**config.mk**
```make
export PLATFORM = sky130hd
export DESIGN_NAME = sensor_conditioner_flat
export DESIGN_NICKNAME = d
export VERILOG_FILES = /design/src/rtl/sensor_conditioner_if.sv /design/src/rtl/sensor_conditioner.sv /design/src/flat_wrapper.sv
export SDC_FILE = /design/constraint.sdc
export NUM_CORES = 1
export LEC_CHECK = 0
export CORE_MARGIN = 5
export CORE_UTILIZATION = 45
export DETAILED_ROUTE_END_ITERATION = 16
export PLACE_DENSITY = 0.68
export SLEW_MARGIN = 20
export SYNTH_ARGS = -nofsm -noshare
export SYNTH_HDL_FRONTEND = slang
export SYNTH_SLANG_ARGS = --single-unit
```
**constraint.sdc**
```tcl
create_clock -name clk -period 4.9 [get_ports clk]
set_input_delay 0.49 -clock clk [delete_from_list [all_inputs] [get_ports clk]]
set_output_delay 0.49 -clock clk [all_outputs]
set_load 0.01 [all_outputs]
```
**src/rtl/sensor_conditioner_if.sv**
```systemverilog
// Side-road sensor bundle between detector, conditioner and light controller.
// The conditioner sits on the slave side; the bench or upstream logic is master.
interface sensor_conditioner_if #(
    parameter int CNT_W = 8
);
    logic             raw_sns;
    logic             clr;
    logic             sns;
    logic             car_present;
    logic [CNT_W-1:0] req_count;

    modport master (
        output raw_sns,
        output clr,
        input  sns,
        input  car_present,
        input  req_count
    );

    modport slave (
        input  raw_sns,
        input  clr,
        output sns,
        output car_present,
        output req_count
    );
endinterface

```
**src/rtl/sensor_conditioner.sv**
```systemverilog
// Side-road car sensor front end: synchronise, debounce, latch a request
// until the controller serves it, then hold off before re-arming.
module sensor_conditioner #(
    parameter int DEB_CYCLES  = 8,
    parameter int HOLD_CYCLES = 16,
    parameter int CNT_W       = 8
) (
    input  logic                 clk,
    input  logic                 res,
    sensor_conditioner_if.slave  bus
);
    localparam int DW = $clog2(DEB_CYCLES + 1);
    localparam int HW = $clog2(HOLD_CYCLES + 1);
    localparam logic [DW-1:0] DEB_LAST  = DW'(DEB_CYCLES - 1);
    localparam logic [HW-1:0] HOLD_LAST = HW'(HOLD_CYCLES - 1);

    typedef enum logic [1:0] {
        ST_IDLE = 2'd0,
        ST_PEND = 2'd1,
        ST_HOLD = 2'd2
    } state_t;

    logic             r_sync1;
    logic             r_sync2;
    logic [DW-1:0]    r_deb_cnt;
    logic             r_car;
    state_t           r_state;
    logic [HW-1:0]    r_hold_cnt;
    logic [CNT_W-1:0] r_req_cnt;

    always_ff @(posedge clk or posedge res) begin
        if (res) begin
            r_sync1 <= 1'b0;
            r_sync2 <= 1'b0;
        end else begin
            r_sync1 <= bus.raw_sns;
            r_sync2 <= r_sync1;
        end
    end

    // The level only moves after DEB_CYCLES consecutive disagreeing samples.
    always_ff @(posedge clk or posedge res) begin
        if (res) begin
            r_deb_cnt <= '0;
            r_car     <= 1'b0;
        end else if (r_sync2 == r_car) begin
            r_deb_cnt <= '0;
        end else if (r_deb_cnt == DEB_LAST) begin
            r_deb_cnt <= '0;
            r_car     <= r_sync2;
        end else begin
            r_deb_cnt <= r_deb_cnt + 1'b1;
        end
    end

    always_ff @(posedge clk or posedge res) begin
        if (res) begin
            r_state    <= ST_IDLE;
            r_hold_cnt <= '0;
            r_req_cnt  <= '0;
        end else begin
            case (r_state)
                ST_IDLE: begin
                    if (r_car) begin
                        r_state <= ST_PEND;
                        if (r_req_cnt != {CNT_W{1'b1}})
                            r_req_cnt <= r_req_cnt + 1'b1;
                    end
                end
                ST_PEND: begin
                    if (bus.clr) begin
                        r_state    <= ST_HOLD;
                        r_hold_cnt <= '0;
                    end
                end
                ST_HOLD: begin
                    if (r_hold_cnt == HOLD_LAST) begin
                        r_state <= ST_IDLE;
                    end else begin
                        r_hold_cnt <= r_hold_cnt + 1'b1;
                    end
                end
                default: r_state <= ST_IDLE;
            endcase
        end
    end

    assign bus.sns         = (r_state == ST_PEND);
    assign bus.car_present = r_car;
    assign bus.req_count   = r_req_cnt;
endmodule

```
**src/flat_wrapper.sv**
```systemverilog
// flat-port wrapper written by rule: the top's interface ports become plain ports
module sensor_conditioner_flat 
#(
    parameter int DEB_CYCLES  = 8,
    parameter int HOLD_CYCLES = 16,
    parameter int CNT_W       = 8
)
  (clk, res, bus_raw_sns, bus_clr, bus_sns, bus_car_present, bus_req_count);
  sensor_conditioner_if #(.CNT_W(CNT_W)) bus_i ();
  input  logic clk;
  input  logic res;
  input wire logic [$bits(bus_i.raw_sns)-1:0] bus_raw_sns;
  input wire logic [$bits(bus_i.clr)-1:0] bus_clr;
  output wire logic [$bits(bus_i.sns)-1:0] bus_sns;
  output wire logic [$bits(bus_i.car_present)-1:0] bus_car_present;
  output wire logic [$bits(bus_i.req_count)-1:0] bus_req_count;
  assign bus_i.raw_sns = bus_raw_sns;
  assign bus_i.clr = bus_clr;
  assign bus_sns = bus_i.sns;
  assign bus_car_present = bus_i.car_present;
  assign bus_req_count = bus_i.req_count;
  sensor_conditioner #(.DEB_CYCLES(DEB_CYCLES), .HOLD_CYCLES(HOLD_CYCLES), .CNT_W(CNT_W)) u_core (.clk(clk), .res(res), .bus(bus_i));
endmodule
```
## Yosys cells after proc, flatten, opt, wreduce, memory -nomap -nowiden

Index checks and enable logic that the tools add are counted.

| operators by class | value |
|---|---|
| mux-type cells | 9 |
| reductions and logical operators | 6 |
| add/subtract/negate cells | 3 |
| equal/unequal tests | 10 |
| bitwise logic cells | 1 |

Operators by type and width:

| operator | number |
|---|---|
| two-way mux 5 bit | 2 |
| one-hot mux 5 bit (2 select lines) | 1 |
| AND reduction 3 bit | 3 |
| adder 8 x 1 -> 8 bit, second input constant | 1 |
| two-way mux 4 bit | 2 |
| != test 8 bit, second input constant | 1 |
| two-way mux 2 bit | 3 |
| one-hot mux 2 bit (3 select lines) | 1 |
| adder 5 x 1 -> 5 bit, second input constant | 1 |
| == test 5 x 4 -> 1 bit, second input constant | 1 |
| adder 4 x 1 -> 4 bit, second input constant | 1 |
| == test 4 x 3 -> 1 bit, second input constant | 1 |
| != test 2 x 1 -> 1 bit, second input constant | 2 |
| != test 2 bit, second input constant | 2 |
| == test 2 x 1 -> 1 bit, second input constant | 1 |
| == test 2 bit, second input constant | 1 |
| logical NOT 2 bit | 1 |
| AND reduction 2 bit | 1 |
| nonzero test 2 bit | 1 |
| == test 1 bit | 1 |
| inverter 1 bit | 1 |

| word-level totals | value |
|---|---|
| output and inout bits | 10 |
| word-level logic and storage cells | 36 |
| flip-flop bits (word level) | 22 |
| bits of input ports | 4 |

## Depth between registers and ports, before layout

Gate-level depths: netlist of run 1.

| logic depth | value |
|---|---|
| depth after elaboration | 3 |
| depth in mapped cells | 7 |
| depth with buffers taken out | 7 |

## Worst setup path after synthesis of run 1

No wires, ideal clock.

| timing | value |
|---|---|
| kind | reg-to-reg |
| start | register u_core.r_hold_cnt[0] |
| end | register u_core.r_hold_cnt[4] |
| cell stages (with the launch flop) | 6 |
| path slack | 3.138 ns |
| required time | 4.817 ns |
| data arrival time | 1.680 ns |
| period minus slack after synthesis | 1.762 ns |
| setup time | 0.083 ns |
| path buffers | 0 |
| cell sequence | dfrtp_1 -> ha_1 -> and3_1 -> ha_1 -> or4b_2 -> o21ai_0 |

| between the ends | value |
|---|---|
| longest elaborated chain between the ends | 3 |
| elaborated cells on any way between the ends | 6 |
| classes of those cells | add/sub (1); eq/ne (2); mux (2); reduce/logical (1) |

RTL lines:

| item | RTL line | source |
|---|---|---|
| from (decl) | sensor_conditioner.sv:28 | `logic [HW-1:0] r_hold_cnt;` |
| from (signal assigned) | sensor_conditioner.sv:80 | `r_hold_cnt <= r_hold_cnt + 1'b1;` |
| adder 5 x 1 -> 5 bit or == test 5 x 4 -> 1 bit (tied branches) | sensor_conditioner.sv:80, sensor_conditioner.sv:77 |  |
| two-way mux 5 bit or != test 2 bit (tied branches) | - |  |
| one-hot mux 5 bit (2 select lines) or AND reduction 3 bit (tied branches) | - |  |

Parallel ways exist; a longest one is shown, timed or not. The select of a mux whose other input is x is not followed.
A chain may end at the register's enable or synchronous reset.

## Worst setup path after layout of run 1

| timing | value |
|---|---|
| start | register u_core.r_state[0] |
| end | output port bus_sns |

| between the ends | value |
|---|---|
| longest elaborated chain between the ends | 1 |

RTL lines:

| item | RTL line | source |
|---|---|---|
| from (decl) | sensor_conditioner.sv:27 | `state_t r_state;` |
| from (signal assigned) | sensor_conditioner.sv:58 | `r_state <= ST_IDLE;` |
| from (signal assigned) | sensor_conditioner.sv:65 | `r_state <= ST_PEND;` |
| from (signal assigned) | sensor_conditioner.sv:72 | `r_state <= ST_HOLD;` |
| == test 2 x 1 -> 1 bit | sensor_conditioner.sv:88 | `assign bus.sns = (r_state == ST_PEND);` |
| to (decl) | flat_wrapper.sv:14 | `output wire logic [$bits(bus_i.sns)-1:0] bus_sns;` |

No other way between the ends.

==> impl_metrics.py, run 1 <==
metrics = {
    "floorplanning": {
        "die_w_um": 57.72,
        "row_count": 17,
        "placeable_core_region_um2": 2191,
        "initial_utilization_pct": 46.77,
        "die_h_um": 57.72,
        "io_pins": 14,
        "die-area_um2": 3332,
    },
    "min_path": {
        "timing.hold.worst.start": "u_core.r_sync1",
        "hold_path.class": "flop to flop",
        "whs_endpoint": "u_core.r_sync2",
        "hold_path_cell_cnt": 0,
    },
    "setup_path": {
        "worstSetupStartpointType": "flop",
        "worst-endpoint-required_ns": 4.41,
        "data_arrival_time_of_the_worst_path_ns": 1.67,
        "r2r_cells": 5,
        "end_kind": "output port",
        "crit_path_slowest_cell": "sky130_fd_sc_hd__clkdlybuf4s50_1",
        "criticalPathCategory": "flop to output port",
        "cp_slowest_stage_delay_ns": 0.57,
        "setup.reg_to_reg.worst_slack_ns": 3.01,
        "r2r_startpoint": "u_core.r_hold_cnt[0]",
        "worst_r2r_endpoint": "u_core.r_hold_cnt[4]",
        "cp_max_fo": 10,
        "startpoint": "u_core.r_state[0]",
        "critical_path.cell_chain": "nor2b_1 -> clkdlybuf4s50_1",
    },
    "synth": {
        "yosys.area_share.xor_xnor_pct": 4.274,
        "yosys_warnings": 0,
        "synth_top_family_by_area": "simple AND/OR/NAND/NOR gates",
        "syn_area_um2": 1025,
        "synth-seq-area-share_pct": 53.72,
        "synth_top_area_cell": "sky130_fd_sc_hd__dfrtp_1",
        "post_synth_fa_ha_maj_area_fraction_pct": 4.884,
        "number_of_synthesized_register_bits": 22,
        "synth_compound_gate_area_share_pct": 8.791,
        "avgSynthCellArea_um2": 11.26,
        "post_synthesis_instance_total": 91,
        "synth_top_cells_by_area": "sky130_fd_sc_hd__dfrtp_1, sky130_fd_sc_hd__ha_1, sky130_fd_sc_hd__mux2_2",
        "syn-num-nets": 99,
        "yosys.cell_types.count": 27,
        "synth_top_area_share_pct": 53.72,
        "synth.area.mux_share_pct": 5.372,
        "post_synth_and_or_nand_nor_area_fraction_pct": 20.76,
    },
    "run_status": {
        "outcome": "completed",
    },
    "cts": {
        "cts.root.buffer_cell": "sky130_fd_sc_hd__clkbuf_4",
        "cts.htree.levels": 1,
        "post_cts.resized_instances": 0,
        "post_cts_buffers": 0,
        "source_to_sink_clock_delay_at_the_later_pin_of_the_worst_skew_pair_ns": 0.29,
        "cts_hold_repair.buffers": 0,
        "numCtsBuffers": 3,
        "clk_pin_slew_worst_paths_ns": 0.11,
        "numClockSinks": 22,
        "cts_buffer_depth": 2,
        "tritoncts": "built",
    },
    "grt": {
        "grt_start_max_net_pins": 23,
        "number_of_antenna_violations_at_the_first_check_in_global_routing": 0,
        "total_congestion_overflow": 0,
        "number_of_global_route_vias_before_repair": 717,
        "grt_pass1_wl_um": 3001,
        "globalRouteTotalUtil_pct": 11.59,
    },
    "route": {
        "route.detailed.wl_per_inst_um": 12.97,
        "route.antenna.remaining_nets": 0,
        "detailed_route_vias_per_instance": 5.343,
        "detail_route.drc_violations": 0,
        "firstDrtPassIters": 4,
        "totalWireLength_um": 1738,
        "dr.first_iter.drc_count": 11,
        "routed-via-count": 716,
    },
    "timing": {
        "layout_worst_path_cycle_share_pct": 44.11,
        "grt_setup_unrepaired": "no",
        "setup_viol": 0,
        "finalClockSkew_ns": 0.004605,
        "number_of_max_slew_violations_in_the_final_report": 0,
        "max-slew-margin-rel_pct": 45.82,
        "fin_tns_setup_ns": 0,
        "worstMarginPinSlew_ns": 0.8118,
        "period_minus_slack_ns": 2.161,
        "timing.fmax_ghz": 0.4626,
        "timing.final.hold_violations": 0,
    },
    "place": {
        "gp_congestion": 0.7239,
        "post-dp-hpwl_um": 1310,
        "io_buffer_count": 13,
    },
    "finish": {
        "fraction_of_final_layout_cells_with_drive_strength_greater_than_1_pct": 12.26,
        "layout.core_utilization_pct": 54.83,
        "n_antenna_cell": 0,
        "finish.net_count": 116,
        "most_common_library_cell_in_the_layout_ignoring_fill_and_taps": "sky130_fd_sc_hd__dfrtp_1",
        "final_cell_mix": "sky130_fd_sc_hd__dfrtp_1, sky130_fd_sc_hd__clkdlybuf4s50_1, sky130_fd_sc_hd__nand2_1",
        "synthToLayoutAreaGrowth_pct": 17.22,
    },
    "power_and_ir_drop": {
        "vdd_drop_max_uv": 273.3,
        "pwr_density_cell_nw_per_um2": 444.2,
        "cellLeakagePower_nw": 0.5335,
    },
    "run": {
        "cap_viol_max_count": 0,
    },
}
final cells by class:
cell class | instances | area [um^2]
Fill cell | 201 | 989.7
Multi-Input combinational cell | 65 | 451.7
Inverter | 3 | 11.26
Timing Repair Buffer | 13 | 130.1
Tap cell | 28 | 35.03
Sequential cell | 22 | 550.5
Clock buffer | 3 | 22.52
per-layer routing:
layer / global-route usage, % / up-vias / wire (um)
met1: 13.59 / 350 / 820
met3: 2.450 / 2 / 54
li1: - / 355 / -
met4: 5.960 / 0 / 14
met2: 19.84 / 9 / 848
met5: 0 / - / 0
flip-flops by register name, summed over array words and instances (netlist names):
register / flops
u_core.bus.car_present: 1
u_core.bus.req_count: 8
u_core.r_deb_cnt: 4
u_core.r_hold_cnt: 5
u_core.r_state: 2
u_core.r_sync1: 1
u_core.r_sync2: 1
cell usage after synthesis:
| cell type | n |
|---|---|
| sky130_fd_sc_hd__nor3b_1 | 1 |
| sky130_fd_sc_hd__a21oi_1 | 5 |
| sky130_fd_sc_hd__nor3b_4 | 1 |
| sky130_fd_sc_hd__mux2i_1 | 1 |
| sky130_fd_sc_hd__nor2b_1 | 3 |
| sky130_fd_sc_hd__nand2b_1 | 3 |
| sky130_fd_sc_hd__and4_1 | 1 |
| sky130_fd_sc_hd__nor3_1 | 3 |
| sky130_fd_sc_hd__ha_1 | 4 |
| sky130_fd_sc_hd__nand2_1 | 9 |
| sky130_fd_sc_hd__dfrtp_1 | 22 |
| sky130_fd_sc_hd__nand3_1 | 4 |
| sky130_fd_sc_hd__a41oi_1 | 1 |
| sky130_fd_sc_hd__buf_6 | 1 |
| sky130_fd_sc_hd__or4b_2 | 1 |
| sky130_fd_sc_hd__and4b_2 | 1 |
| sky130_fd_sc_hd__xnor2_1 | 5 |
| sky130_fd_sc_hd__o21ai_0 | 5 |
| sky130_fd_sc_hd__and3_2 | 1 |
| sky130_fd_sc_hd__a211oi_1 | 3 |
| sky130_fd_sc_hd__and4_4 | 1 |
| sky130_fd_sc_hd__and3_1 | 1 |
| sky130_fd_sc_hd__nor2_1 | 5 |
| sky130_fd_sc_hd__inv_1 | 3 |
| sky130_fd_sc_hd__a21o_2 | 1 |
| sky130_fd_sc_hd__nand4_1 | 1 |
| sky130_fd_sc_hd__mux2_2 | 4 |
worst max path at each step:
stage                      endpoint  slack [ns]
2_1_floorplan  u_core.r_hold_cnt[4]        3.14
3_3_place_gp                bus_sns        3.06
3_5_place_dp   u_core.r_hold_cnt[4]        3.05
4_1_cts                     bus_sns        2.71
5_1_grt                     bus_sns        2.61
6_report                    bus_sns        2.74
report_power, final:
part | leakage [nW] | total, mW | internal [mW] | switching [mW]
Sequential | 0.286 | 0.280 | 0.230 | 0.0501
Clock | 0.0138 | 0.0779 | 0.0286 | 0.0493
Combinational | 0.234 | 0.176 | 0.0959 | 0.0799
Total | 0.533 | 0.534 | 0.354 | 0.179
cell families after synthesis:
kind of cell / Yosys count
buf+inv: 4
mux: 5
fa+ha+maj: 4
simple gates: 36
xor+xnor: 5
flops: 22
compound gates: 15
through the flow:
step	hold WS, ns	cell area [um^2]	std cells	power [mW]	setup WS (ns)
after floorplan	0.3312	1025	91	0.3959	3.138
after global placement	0.3333	1179	131	0.4513	3.061
after detailed placement	0.3418	1179	131	0.4618	3.049
after CTS	0.3680	1201	134	0.5416	2.712
after global routing	0.3809	1201	134	0.5752	2.612
final	0.3637	1201	134	0.5335	2.739
worst max-delay path, delay by kind of cell (launching register included):
kind                   cells  cell delay [ns]
buffers and inverters      1             0.57
and+or+nand+nor            1             0.25
DFF                        1             0.56
No activity file was read; power rests on OpenSTA's default activity.
==> run 2: changes to the inputs <==
--- a/config.mk
+++ b/config.mk
@@ -8,7 +8,7 @@
 export CORE_MARGIN = 5
 export CORE_UTILIZATION = 45
 export DETAILED_ROUTE_END_ITERATION = 16
-export PLACE_DENSITY = 0.68
+export PLACE_DENSITY = 0.7
 export SLEW_MARGIN = 20
 export SYNTH_ARGS = -nofsm -noshare
 export SYNTH_HDL_FRONTEND = slang
==> constraint.sdc (replaced) <==
create_clock -name clk -period 1.75 [get_ports clk]
set_input_delay 0.175 -clock clk [delete_from_list [all_inputs] [get_ports clk]]
set_output_delay 0.175 -clock clk [all_outputs]
set_load 0.01 [all_outputs]
==> run 2 against run 1 <==
  * Non-clock buffer count increased by 8
  * Clock power increased to 2.8 times the previous value
  * Combinational power increased to 3.4 times the previous value
  * Sequential power increased to 2.8 times the previous value
  * Flip-flop and latch count unchanged
  * Clock-buffer cell count unchanged
  * First-iteration DRC count increased by 73%
  * Die area unchanged
  * Design area increased by 7.6%
  * Clock skew increased by 0.0018 ns
  * Register-to-register slack got worse by 2.9 ns
  * Utilization increased by 4.2 points
==> impl_metrics.py, run 2 (synthesis gave the netlist of run 1 again) <==
metrics = {
    "route": {
        "route.detailed.wl_per_inst_um": 12.49,
        "detailed_route_vias_per_instance": 5.345,
        "route.antenna.remaining_nets": 0,
        "detail_route.drc_violations": 0,
        "dr.first_iter.drc_count": 19,
        "firstDrtPassIters": 4,
        "totalWireLength_um": 1773,
        "routed-via-count": 759,
    },
    "finish": {
        "postLayoutCellArea_um2": 1292,
        "fraction_of_final_layout_cells_with_drive_strength_greater_than_1_pct": 25.44,
        "largest_reg_flops": 8,
        "post_layout_nonfiller_instances": 142,
        "synthToLayoutAreaGrowth_pct": 26.13,
        "final_cell_mix": "sky130_fd_sc_hd__dfrtp_1, sky130_fd_sc_hd__clkdlybuf4s50_1, sky130_fd_sc_hd__nand2_1",
        "most_common_library_cell_in_the_layout_ignoring_fill_and_taps": "sky130_fd_sc_hd__dfrtp_1",
        "fillerInstances": 190,
        "n_antenna_cell": 0,
        "finish.net_count": 124,
        "layout.core_utilization_pct": 58.99,
    },
    "timing": {
        "period_minus_slack_ns": 1.668,
        "grt_setup_unrepaired": "no",
        "timing.fmax_ghz": 0.5995,
        "max-slew-margin-rel_pct": 76.88,
        "finalClockSkew_ns": 0.006417,
        "layout_worst_path_cycle_share_pct": 95.31,
        "timing.final.hold_violations": 0,
        "worstMarginPinSlew_ns": 0.3444,
        "setup_viol": 0,
        "number_of_max_slew_violations_in_the_final_report": 0,
    },
    "grt": {
        "total_congestion_overflow": 0,
        "number_of_antenna_violations_at_the_first_check_in_global_routing": 0,
        "grt_pass1_wl_um": 3042,
        "grt_start_max_net_pins": 23,
        "globalRouteTotalUtil_pct": 11.67,
        "number_of_global_route_vias_before_repair": 742,
    },
    "min_path": {
        "hold_path.class": "input pin to async pin",
    },
    "place": {
        "placedInstanceArea_um2": 1226,
        "io_buffer_count": 13,
        "post-dp-hpwl_um": 1317,
        "dp_cells": 137,
        "gp_congestion": 0.7725,
    },
    "floorplanning": {
        "initial_utilization_pct": 46.77,
        "placeable_core_region_um2": 2191,
        "die-area_um2": 3332,
        "die_w_um": 57.72,
        "row_count": 17,
        "die_h_um": 57.72,
        "io_pins": 14,
    },
    "setup_path": {
        "data_arrival_time_of_the_worst_path_ns": 1.49,
        "cp_max_fo": 6,
        "worstSetupStartpointType": "flop",
        "startpoint": "u_core.r_state[1]",
        "criticalPathCategory": "flop to output port",
        "r2r_startpoint": "u_core.r_hold_cnt[1]",
        "end_kind": "output port",
        "worst-endpoint-required_ns": 1.57,
    },
    "run_status": {
        "outcome": "completed",
    },
    "power_and_ir_drop": {
        "seq_power_share_pct": 48.7,
        "clock_power_share_pct": 13.6,
        "power.switching_mw": 0.5211,
        "pwr_density_cell_nw_per_um2": 1228,
        "power.share.combinational_pct": 37.7,
        "switching_share_pct": 32.84,
        "cellLeakagePower_nw": 0.5711,
        "vdd_drop_max_uv": 741.7,
        "power.internal_mw": 1.066,
    },
    "cts": {
        "numCtsBuffers": 3,
        "source_to_sink_clock_delay_at_the_later_pin_of_the_worst_skew_pair_ns": 0.29,
        "tritoncts": "built",
        "clk_pin_slew_worst_paths_ns": 0.11,
        "cts.root.buffer_cell": "sky130_fd_sc_hd__clkbuf_4",
        "cts_hold_repair.buffers": 0,
        "cts.htree.levels": 1,
        "cts_buffer_depth": 2,
        "numClockSinks": 22,
    },
    "run": {
        "cap_viol_max_count": 0,
    },
}
-- run 2: cell types whose count changed in the layout (fill, tap and decap cells not counted), moves of 2 or more --
cell,previous run,this run
sky130_fd_sc_hd__ha_2,0,2
sky130_fd_sc_hd__dfrtp_2,0,2
sky130_fd_sc_hd__dfrtp_1,22,20
sky130_fd_sc_hd__buf_4,0,8
sky130_fd_sc_hd__ha_1,4,2
-- run 2: worst max-delay path, stage by stage (launching register included) --
cell	delay, ns
sky130_fd_sc_hd__dfrtp_2	0.48
sky130_fd_sc_hd__nor2b_2	0.17
sky130_fd_sc_hd__clkdlybuf4s50_1	0.55
-- run 2: timing repair --
item,CTS,global route
pin swaps,1,2
setup endpoints to repair,3,3
gates resized for setup,6,3
setup buffers,0,2
-- run 2: power groups by stage --
stage	clock (mW)	sequential (mW)	combinational, mW
after floorplan	0	0.772	0.339
after global placement	0	0.774	0.537
after detailed placement	0	0.778	0.560
after CTS	0.228	0.774	0.582
after global routing	0.246	0.796	0.675
final	0.216	0.773	0.597
-- run 2: worst paths after layout --
path	depth (start not counted)	end	slack, ns
max reg2reg	5	u_core.r_hold_cnt[4]	0.11
max	2	bus_sns	0.08
min in group clk	1	u_core.r_sync1	0.31
min reg2reg	0	u_core.r_sync2	0.36
min	3	u_core.bus.req_count[1]	0.21
max in group asynchronous	3	u_core.r_state[1]	1.30
-- run 2: layout make-up --
class,count,area (um^2),area share (%)
Tap cell,28,35.03,2.711
Multi-Input combinational cell,65,480.5,37.17
Inverter,3,11.26,0.8712
Sequential cell,22,553.0,42.79
Clock buffer,3,22.52,1.742
Timing Repair Buffer,21,190.2,14.71
-- run 2: metrics by stage --
step	hold WS [ns]	TNS, ns	power (mW)	worst slack, ns
after floorplan	0.1642	0	1.112	0.01332
after global placement	0.3315	0	1.310	0.01827
after detailed placement	0.3355	-0.02154	1.338	-0.02084
after CTS	0.2151	-0.001393	1.584	-0.001393
after global routing	0.2254	0	1.717	0.02184
final	0.2077	0	1.587	0.08202
-- run 2: metal layers --
| layer | routed length [um] | GRT usage (%) | up-vias | share of wire (%) |
|---|---|---|---|---|
| met1 | 780 | 13.69 | 375 | 44 |
| met5 | 0 | 0 | - | 0 |
| met2 | 897 | 20.00 | 10 | 51 |
| met3 | 78 | 2.895 | 2 | 4.4 |
| li1 | - | - | 372 | - |
| met4 | 16 | 5.298 | 0 | 0.90 |
==> run 3: changes to the inputs <==
--- a/config.mk
+++ b/config.mk
@@ -5,6 +5,7 @@
 export SDC_FILE = /design/constraint.sdc
 export NUM_CORES = 1
 export LEC_CHECK = 0
+export ABC_CLOCK_PERIOD_IN_PS = 1750
 export CORE_MARGIN = 5
 export CORE_UTILIZATION = 45
 export DETAILED_ROUTE_END_ITERATION = 16
==> results of run 3 <==
Final layout, timing and power as in run 2 (identical DEF).
